--- src/rtl/adc_pkg.sv ---
// Shared widths, channel-mode encoding and alarm hysteresis rule for the ADC averaging filter.
// Pure definitions: no latency, no flow control.
package adc_pkg;

    localparam int ADC_W     = 8;
    localparam int AVG_DEPTH = 8;
    localparam int AVG_LOG2  = 3;
    localparam int SUM_W     = 11;
    localparam int CNT_W     = 4;

    typedef enum logic [1:0] {
        SEL_IDLE = 2'b00,
        SEL_CH0  = 2'b01,
        SEL_CH1  = 2'b10,
        SEL_BOTH = 2'b11
    } sel_mode_e;

    // Between the two thresholds the previous alarm state is kept.
    function automatic logic alarm_next(
        input logic             cur,
        input logic [ADC_W-1:0] avg,
        input logic [ADC_W-1:0] hi_th,
        input logic [ADC_W-1:0] lo_th
    );
        if (avg >= hi_th) begin
            return 1'b1;
        end else if (avg <= lo_th) begin
            return 1'b0;
        end else begin
            return cur;
        end
    endfunction

endpackage

--- src/rtl/adc_avg_ch.sv ---
// One channel: 8-deep boxcar average with hysteretic alarm; outputs register one cycle after acc.
// No backpressure: every acc is absorbed in the cycle it arrives.
module adc_avg_ch
    import adc_pkg::*;
#(
    parameter logic [ADC_W-1:0] HI_TH = 8'd200,
    parameter logic [ADC_W-1:0] LO_TH = 8'd180
) (
    input  logic             clk,
    input  logic             rst,
    input  logic             acc,
    input  logic [ADC_W-1:0] din,
    output logic [ADC_W-1:0] avg,
    output logic             valid,
    output logic             full,
    output logic             alarm
);

    logic [ADC_W-1:0]    mem [AVG_DEPTH];
    logic [AVG_LOG2-1:0] wp;
    logic [CNT_W-1:0]    fill;
    logic [SUM_W-1:0]    sum;

    logic [SUM_W-1:0]    sum_nxt;
    logic [CNT_W-1:0]    fill_nxt;
    logic [ADC_W-1:0]    avg_nxt;
    logic                win_full;

    // The slot being overwritten is still part of sum, so this never underflows.
    assign sum_nxt  = sum + SUM_W'(din) - SUM_W'(mem[wp]);
    assign fill_nxt = (fill == CNT_W'(AVG_DEPTH)) ? fill : fill + 1'b1;
    assign avg_nxt  = sum_nxt[SUM_W-1 -: ADC_W];
    assign win_full = (fill_nxt == CNT_W'(AVG_DEPTH));

    always_ff @(posedge clk) begin
        if (rst) begin
            for (int i = 0; i < AVG_DEPTH; i++) begin
                mem[i] <= '0;
            end
            wp    <= '0;
            fill  <= '0;
            sum   <= '0;
            avg   <= '0;
            valid <= 1'b0;
            full  <= 1'b0;
            alarm <= 1'b0;
        end else begin
            valid <= 1'b0;
            if (acc) begin
                mem[wp] <= din;
                wp      <= wp + 1'b1;
                sum     <= sum_nxt;
                fill    <= fill_nxt;
                if (win_full) begin
                    avg   <= avg_nxt;
                    valid <= 1'b1;
                    full  <= 1'b1;
                    alarm <= alarm_next(alarm, avg_nxt, HI_TH, LO_TH);
                end
            end
        end
    end

endmodule

--- src/rtl/adc_avg_filter.sv ---
// Two-channel ADC averaging filter: finish edge -> capture one cycle later -> averages visible two cycles after the edge.
// No backpressure: edges may arrive every second cycle and each is accepted.
module adc_avg_filter
    import adc_pkg::*;
#(
    parameter logic [ADC_W-1:0] HI_TH = 8'd200,
    parameter logic [ADC_W-1:0] LO_TH = 8'd180
) (
    input  logic             clk,
    input  logic             rst,
    input  logic             finish,
    input  logic [1:0]       sel,
    input  logic [ADC_W-1:0] data_CH0,
    input  logic [ADC_W-1:0] data_CH1,
    output logic [ADC_W-1:0] avg_CH0,
    output logic [ADC_W-1:0] avg_CH1,
    output logic             valid_CH0,
    output logic             valid_CH1,
    output logic             full_CH0,
    output logic             full_CH1,
    output logic             alarm_CH0,
    output logic             alarm_CH1
);

    logic      fin_d;
    logic      fin_blk;
    logic      pend;
    logic      fin_edge;
    logic      acc0;
    logic      acc1;
    sel_mode_e mode;

    // fin_blk remembers finish at the last reset edge so a level still high
    // when reset releases is not mistaken for a fresh conversion.
    assign fin_edge = finish & ~fin_d & ~fin_blk;

    always_ff @(posedge clk) begin
        if (rst) begin
            fin_d   <= 1'b0;
            pend    <= 1'b0;
            fin_blk <= finish;
        end else begin
            fin_d   <= finish;
            pend    <= fin_edge;
            fin_blk <= 1'b0;
        end
    end

    assign mode = sel_mode_e'(sel);
    assign acc0 = pend & ((mode == SEL_CH0) || (mode == SEL_BOTH));
    assign acc1 = pend & ((mode == SEL_CH1) || (mode == SEL_BOTH));

    adc_avg_ch #(.HI_TH(HI_TH), .LO_TH(LO_TH)) u_ch0 (
        .clk   (clk),
        .rst   (rst),
        .acc   (acc0),
        .din   (data_CH0),
        .avg   (avg_CH0),
        .valid (valid_CH0),
        .full  (full_CH0),
        .alarm (alarm_CH0)
    );

    adc_avg_ch #(.HI_TH(HI_TH), .LO_TH(LO_TH)) u_ch1 (
        .clk   (clk),
        .rst   (rst),
        .acc   (acc1),
        .din   (data_CH1),
        .avg   (avg_CH1),
        .valid (valid_CH1),
        .full  (full_CH1),
        .alarm (alarm_CH1)
    );

endmodule

--- config.mk ---
export PLATFORM = sky130hd
export DESIGN_NAME = adc_avg_filter
export DESIGN_NICKNAME = d
export VERILOG_FILES = /design/src/rtl/adc_pkg.sv /design/src/rtl/adc_avg_ch.sv /design/src/rtl/adc_avg_filter.sv
export SDC_FILE = /design/constraint.sdc
export NUM_CORES = 1
export LEC_CHECK = 0
export CORE_ASPECT_RATIO = 0.8
export CORE_MARGIN = 10
export CORE_UTILIZATION = 55
export CTS_CLUSTER_DIAMETER = 80
export DETAILED_ROUTE_END_ITERATION = 12
export DONT_BUFFER_PORTS = 1
export GPL_TIMING_DRIVEN = 0
export PLACE_DENSITY = 0.67
export SKIP_CTS_REPAIR_TIMING = 1
export SYNTH_ARGS = -nofsm -noshare
export SYNTH_HDL_FRONTEND = slang
export SYNTH_HIERARCHICAL = 1
export SYNTH_SLANG_ARGS = --single-unit
--- constraint.sdc ---
create_clock -name clk -period 5.7 [get_ports clk]
set_input_delay 1.14 -clock clk [delete_from_list [all_inputs] [get_ports clk]]
set_output_delay 1.14 -clock clk [all_outputs]
set_load 0.02 [all_outputs]
==> results of run 1 <==
-- cell type report --
cell class                 count  area share
tap                          230      0.0261
buffer                        52      0.0214
inverter                      80      0.0273
clock inverter                15      0.0164
multi-input combinational    537       0.398
clock buffer                  17      0.0386
sequential                   195       0.471
timing repair buffer           2     0.00114
-- per-stage QoR --
| stage | area (µm²) | hold slack (ps) | total power [W] | setup WS [ps] | util |
|---|---|---|---|---|---|
| CTS | 11000 | 414 | 0.00337 | 937 | 0.607 |
| global placement | 10400 | 400 | 0.00212 | 1080 | 0.573 |
| global route | 11000 | 432 | 0.00349 | 713 | 0.608 |
| detailed placement | 10400 | 402 | 0.00213 | 1000 | 0.573 |
| floorplan | 10100 | 390 | 0.00200 | 1690 | - |
| finish | 11000 | 410 | 0.00335 | 829 | 0.608 |
-- placed cells by master, fill, tap and decap left out, types with 28 or more instances in the layout --
| cell type | count |
|---|---|
| edfxtp_1 | 128 |
| nor3_1 | 96 |
| nor2_1 | 72 |
| dfxtp_1 | 67 |
| inv_1 | 66 |
| and2_1 | 37 |
| clkbuf_1 | 34 |
| mux4_2 | 32 |
| mux2i_1 | 32 |
| o21ai_0 | 29 |
| ha_1 | 28 |
-- kinds of logic (layout without fill, tap and decap cells) --
group | Yosys count | in the layout
xor gates and xnor gates | 26 | 26
adders and majority gates | 44 | 44
and+or+nand+nor | 285 | 285
DFF | 195 | 195
muxes | 82 | 82
AOI/OAI and AO/OA | 100 | 100
buffers and inverters | 132 | 166
-- per-layer routing --
layer	vias to the layer above	routed length, µm	track usage	share of wire
li1	3158	-	-	-
met1	3370	10500	0.287	0.44
met2	317	10500	0.292	0.45
met3	23	2330	0.0519	0.099
met4	0	291	0.0503	0.012
met5	-	0	0	0
-- registers in the layout, summed over array words and instances (netlist names), 4 cells and up, named ones only --
| register | flops |
|---|---|
| u_ch1/mem | 64 |
| u_ch0/sum | 11 |
| u_ch1/avg | 8 |
| u_ch0/fill | 4 |
| u_ch0/avg | 8 |
| u_ch1/sum | 11 |
| u_ch0/mem | 64 |
| u_ch1/fill | 4 |
-- worst max path at each step --
stage                     start  slack (ps)            to  depth (start not counted)
after global placement     flop        1080  u_ch1/avg[7]                         13
after CTS                  flop         940  u_ch1/avg[7]                         13
after global routing       flop         710  u_ch1/avg[7]                         13
final                      flop         830  u_ch1/avg[7]                         13
after floorplan            flop        1690  u_ch0/avg[7]                         13
after detailed placement   flop        1000  u_ch1/avg[7]                         13
-- report_power, final --
group	switching, W	total, W	internal, W	leakage [nW]
logic	0.000339	0.000553	0.000214	1.75
registers	0.0000176	0.00156	0.00154	1.87
clock network	0.000545	0.00124	0.000695	0.289
total	0.000901	0.00335	0.00245	3.91
==> results.toml, run 1 <==
[worst_setup_path]
crit_arrival_ps = 5180
worstPathMaxFanout = 10
r2r_end = "u_ch1/avg[7]"
crit_chain = "buf_1, clkbuf_1, mux4_2, mux2_2, fa_1, inv_1, fa_1, a211oi_2, o21ai_0, a211oi_1, nor4_1, o31ai_1, nor2_1"
cp_data_required_time_ps = 6000
r2r_setup_slack_ps = 830
rr_worst_depth = 13
worst-path-buf-inv = 3
end_kind = "flop"
critical-path-max-stage-delay_ps = 530
worstSetupPathType = "reg2reg"
crit_slowest_cell = "clkbuf_1"
start_kind = "flop"
path_common_cell = "fa_1"
cp_top_family = "compound AO/OA/AOI/OAI gates"

[drt]
ant_nets = 0
drt-total-wl_um = 23600
drtIter0Drc = 629
wl_per_cell_um = 20.9
avgViaCountPerCell = 6.09
drc = 0
dr.pass1.iters = 5
vias = 6868

[timing]
finalMaxSlewViolations = 0
clock_skew_ps = 12.4
max_freq_mhz = 205
post-route-min-period_ps = 4870
max_slew_margin = 0.0936
setup_viol = 0
tightest_slew_ps = 1350
finalSetupTns_ps = 0
timing.final.hold_violations = 0
rsz0062_at_grt = "false"
fin_crit_sh = 0.855

[synthesis]
post-synth-top-area-cell = "edfxtp_1"
synthArstFlopShare = 0
ys.flop_type = "edfxtp_1"
synth_top_family_by_area = "simple AND/OR/NAND/NOR gates"
synth_area_leaders = "edfxtp_1 (38%), dfxtp_1 (13%), mux4_2 (7.1%), nor3_1 (4.8%), ha_1 (3.5%)"
yosys.area_share.simple = 0.144
synth_common_cells = "edfxtp_1 (128), nor3_1 (96), nor2_1 (72)"
synth_cells = 864
synthesis.nets = 929
synthAdderAreaFrac = 0.0664
avgSynthCellArea_um2 = 11.7
synth_seq_cells = 195
yosys_warnings = 6
synth_edf_count = 128
yosysTopAreaCellShare = 0.381
synthMuxAreaShare = 0.123
synth_area_um2 = 10100
synth_cell_types = 54
yosysMostFrequentCell = "edfxtp_1"
ys_seq_area_frac = 0.514
synthXorXnorAreaFrac = 0.0226
synth_compound_area_frac = 0.0776

[pwr]
peakVddDrop_mv = 0.174
p_leak_nw = 3.91
power_density_nw_per_um2 = 305

[final_layout]
drive_above_1_share = 0.128
syn2layout_area_growth_pct = 9.04
antenna_cells = 0
regArea_um2 = 5180
fillCellCount = 1420
final_nets = 950
multi_input_area_um2 = 4380
fin_cells = 1128

[placement]
dpl.cell_count = 1094
gp_congestion = 0.876
post-dp-hpwl_um = 17200
portBuffers = 0

[grt]
antenna_found_initial = 0
grt_pass1_wl_um = 37100
grt_max_degree = 18
overflow = 0
grt_pass1_vias = 6657
grt_util_all_layers = 0.199

[die]
dieHeight_um = 141
fp.dieW_um = 171
io_pins = 43
placeableCoreArea_um2 = 18100
std_cell_rows = 44
start_util = 0.557
die-area_um2 = 24200

[hold_path]
hp-start = "fin_d"
holdPathStages = 1
hp-class = "reg2reg"
min_to = "pend"

[flow_run]
maxCapViolations = 0

[clock_network]
htree_levels = 4
clkLatencyLatePin_ps = 440
clk_path_buf_depth = 2
clock-sinks = 195
cts-root-buf = "clkbuf_16"
clk_pin_slew_ps = 80
cts_tree = "yes"
cts_buffers = 17

[status]
status = "finished clean"
(Power assumes the default switching activity.)
==> inputs of run 2 (changes only) <==
Settings changed: CTS_CLUSTER_SIZE set to 10, PLACE_DENSITY 0.67 to 0.7.
==> results.toml, run 2 (synthesis gave the netlist of run 1 again) <==
[status]
status = "finished clean"

[clock_network]
cts-root-buf = "clkbuf_16"
clk_pin_slew_ps = 70
cts_tree = "yes"
clock-sinks = 195
htree_levels = 4
clk_path_buf_depth = 2
cts_buffers = 17
clkLatencyLatePin_ps = 430

[timing]
max_freq_mhz = 210
timing.final.hold_violations = 0
finalMaxSlewViolations = 0
tightest_slew_ps = 1400
setup_viol = 0
post-route-min-period_ps = 4770
max_slew_margin = 0.0537
fin_crit_sh = 0.836
rsz0062_at_grt = "false"
holdWs_ps = 405
clock_skew_ps = 9.70
finalSetupTns_ps = 0

[final_layout]
final_nets = 949
final_common_cell = "edfxtp_1"
utilization = 0.605
final_cell_area_um2 = 11000
drive_above_1_share = 0.129
fillCellCount = 1456
syn2layout_area_growth_pct = 8.57
top_regs = "u_ch0/mem: 64 flops, u_ch1/mem: 64 flops"
layout_common_cells = "edfxtp_1 (128), nor3_1 (96), nor2_1 (72)"

[drt]
ant_nets = 0
wl_met2_um = 9270
highest_layer = "met4"
drtIter0Drc = 510
vias = 6619
dr_wl_met3_um = 2310
dr.pass1.iters = 5
wl_met1_um = 10400
wl_per_cell_um = 19.8
avgViaCountPerCell = 5.86
drt-total-wl_um = 22300
drc = 0

[die]
dieHeight_um = 141
std_cell_rows = 44
placeableCoreArea_um2 = 18100
start_util = 0.557
io_pins = 43
die-area_um2 = 24200
fp.dieW_um = 171

[worst_setup_path]
worstPathMaxFanout = 10
start_kind = "flop"
end_kind = "flop"
crit_arrival_ps = 5070
worstSetupPathType = "reg2reg"
cp_data_required_time_ps = 6000

[hold_path]
hp-class = "reg2reg"

[flow_run]
maxCapViolations = 0

[grt]
antenna_found_initial = 1
grt_util_all_layers = 0.191
grt_pass1_wl_um = 35400
grt_pass1_vias = 6528
grt_max_degree = 18
overflow = 0

[placement]
place_area_um2 = 10400
portBuffers = 0
gp_congestion = 0.849
post-dp-hpwl_um = 16300

[pwr]
finalPower_w = 0.00322
power_density_nw_per_um2 = 294
p_leak_nw = 3.87
peakVddDrop_mv = 0.211
-- run 2: changes by cell type in the layout (fill, tap and decap cells not counted), sizes merged --
cell      delta
buf          -1
bufinv       -3
clkbuf       +4
clkinv       -5
clkinvlp     +2
diode        +2
inv          +2
-- run 2: routing by layer --
layer | up-vias | GRT usage
met1 | 3187 | 0.273
li1 | 3153 | -
met3 | 31 | 0.0695
met2 | 248 | 0.261
met5 | - | 0
met4 | 0 | 0.0681
-- run 2: worst paths after layout --
check / startpoint / endpoint / slack (ps) / cells past startpoint
max: flop / u_ch1/avg[7] / 930 / 13
min: fin_d / pend / 410 / 1
max reg2reg: flop / u_ch1/avg[7] / 930 / 13
min reg2reg: fin_d / pend / 410 / 1
-- run 2: worst max-delay path, cell delays in order (launching register included) --
cell and delay [ps]:
dfxtp_1 310, buf_1 350, clkbuf_1 540, mux4_2 420
mux2_2 340, fa_1 500, inv_1 70, fa_1 490
a211oi_2 370, o21ai_0 220, a211oi_1 400, nor4_1 110
o31ai_1 430, nor2_1 100
-- run 2: power breakdown --
part           switching (W)  internal, W
Sequential         0.0000165      0.00154
Combinational       0.000324     0.000211
Clock               0.000536     0.000593
Total               0.000876      0.00235
-- run 2: stage by stage --
stage,cells,worst slack [ps]
2_1_floorplan,864,1690
3_3_place_gp,1094,1050
3_5_place_dp,1095,1040
4_1_cts,1127,972
5_1_grt,1128,630
6_report,1129,934
-- run 2: final cells by class --
| cell class | count | area (µm²) | area share |
|---|---|---|---|
| tap | 230 | 288 | 0.0263 |
| antenna | 2 | 5.00 | 0.000457 |
| timing repair buffer | 1 | 5.00 | 0.000457 |
| clock inverter | 11 | 93.8 | 0.00856 |
| buffer | 52 | 235 | 0.0215 |
| sequential | 195 | 5180 | 0.473 |
| inverter | 80 | 300 | 0.0274 |
| multi-input combinational | 537 | 4390 | 0.400 |
| clock buffer | 21 | 460 | 0.0420 |
==> inputs of run 3 (changes only) <==
Clock period 5.7 ns to 4.74 ns, I/O delays scaled along.
==> results.toml, run 3 (synthesis gave the netlist of run 1 again) <==
[pwr]
finalPower_w = 0.00388
p_switching_w = 0.00106
swShare = 0.272
peakVddDrop_mv = 0.254
power_density_nw_per_um2 = 353
seq_power_share = 0.484
p_leak_nw = 3.88
comb_power_share = 0.167
intPower_w = 0.00282
pwr-share-clk = 0.350

[final_layout]
drive_above_1_share = 0.134
top_regs = "u_ch0/mem: 64 flops, u_ch1/mem: 64 flops"
syn2layout_area_growth_pct = 8.74
final_common_cell = "edfxtp_1"
final_nets = 949
layout_common_cells = "edfxtp_1 (128), nor3_1 (96), nor2_1 (72)"

[worst_setup_path]
critical-path-max-stage-delay_ps = 550
cp_data_required_time_ps = 5050
worstSetupPathType = "reg2reg"
crit_arrival_ps = 4840
path_common_cell = "fa_1"
start_kind = "flop"
crit_slowest_cell = "mux4_2"
worstPathMaxFanout = 10
end_kind = "flop"
crit_chain = "buf_2, clkbuf_4, mux4_2, mux2_2, fa_1, inv_1, fa_1, a211oi_2, o21ai_0, and3_1, o31a_1, o31ai_1, nor2_1"

[die]
dieHeight_um = 141
fp.dieW_um = 171
placeableCoreArea_um2 = 18100
start_util = 0.557
die-area_um2 = 24200
io_pins = 43
std_cell_rows = 44

[drt]
dr_wl_met3_um = 2370
highest_layer = "met4"
drtIter0Drc = 529
wl_met2_um = 9230
wl_met1_um = 10300
avgViaCountPerCell = 5.84
drt-total-wl_um = 22300
vias = 6593
wl_per_cell_um = 19.8
drc = 0
ant_nets = 0
dr.pass1.iters = 7

[timing]
tightest_slew_ps = 1420
clock_skew_ps = 9.61
finalSetupTns_ps = 0
post-route-min-period_ps = 4530
fin_crit_sh = 0.956
setup_viol = 0
rsz0062_at_grt = "false"
finalMaxSlewViolations = 0
timing.final.hold_violations = 0
max_freq_mhz = 221
max_slew_margin = 0.0406

[status]
status = "finished clean"

[grt]
grt_pass1_vias = 6528
grt_util_all_layers = 0.191
grt_pass1_wl_um = 35400
antenna_found_initial = 1
grt_max_degree = 18
overflow = 0

[clock_network]
clk_path_buf_depth = 2
cts_buffers = 17
clkLatencyLatePin_ps = 430
htree_levels = 4
cts_tree = "yes"
clk_pin_slew_ps = 70
clock-sinks = 195
cts-root-buf = "clkbuf_16"

[flow_run]
maxCapViolations = 0

[placement]
gp_congestion = 0.849
post-dp-hpwl_um = 16300
portBuffers = 0

[hold_path]
hp-class = "reg2reg"
run 3: through the flow:
stage          hold slack, ps  cells  instance area (µm²)  utilization  setup WS [ps]
3_5_place_dp              399   1095                10400        0.574           76.9
5_1_grt                   414   1128                11000        0.606           3.43
6_report                  405   1129                11000        0.606            208
3_3_place_gp              392   1094                10400        0.573           88.4
2_1_floorplan             390    864                10100            -            735
4_1_cts                   410   1127                10900        0.604           12.2
run 3: worst max-delay path, delay by kind of cell, from the launching register on:
kind,cells,cell delay (ps)
and+or+nand+nor,2,330
DFF,1,300
buffers and inverters,3,650
muxes,2,890
adders and majority gates,2,990
AOI/OAI and AO/OA,4,1250
run 3: area by class of cell:
class	count	area, µm²
Fill cell	1454	7140
Sequential cell	195	5180
Multi-Input combinational cell	537	4400
Clock buffer	21	460
Inverter	80	300
Tap cell	230	288
Buffer	52	243
Clock inverter	11	93.8
Timing Repair Buffer	1	5.00
Antenna cell	2	5.00
run 3: routing by layer:
layer / GRT usage / up-vias
li1: - / 3155
met1: 0.273 / 3154
met2: 0.261 / 253
met3: 0.0695 / 31
met4: 0.0681 / 0
met5: 0 / -
run 3: power groups by stage:
stage | combinational, W | sequential (W) | clock, W
6_report | 0.000646 | 0.00188 | 0.00136
5_1_grt | 0.000712 | 0.00188 | 0.00144
4_1_cts | 0.000638 | 0.00188 | 0.00138
3_5_place_dp | 0.000632 | 0.00191 | 0
3_3_place_gp | 0.000627 | 0.00191 | 0
2_1_floorplan | 0.000501 | 0.00190 | 0
run 3: path summary, 6_finish.rpt:
kind              start            to  slack (ps)  cells after the start
setup / recovery   flop  u_ch1/avg[7]         210                     13
hold / removal    fin_d          pend         410                      1
setup reg to reg   flop  u_ch1/avg[7]         210                     13
hold reg to reg   fin_d          pend         410                      1
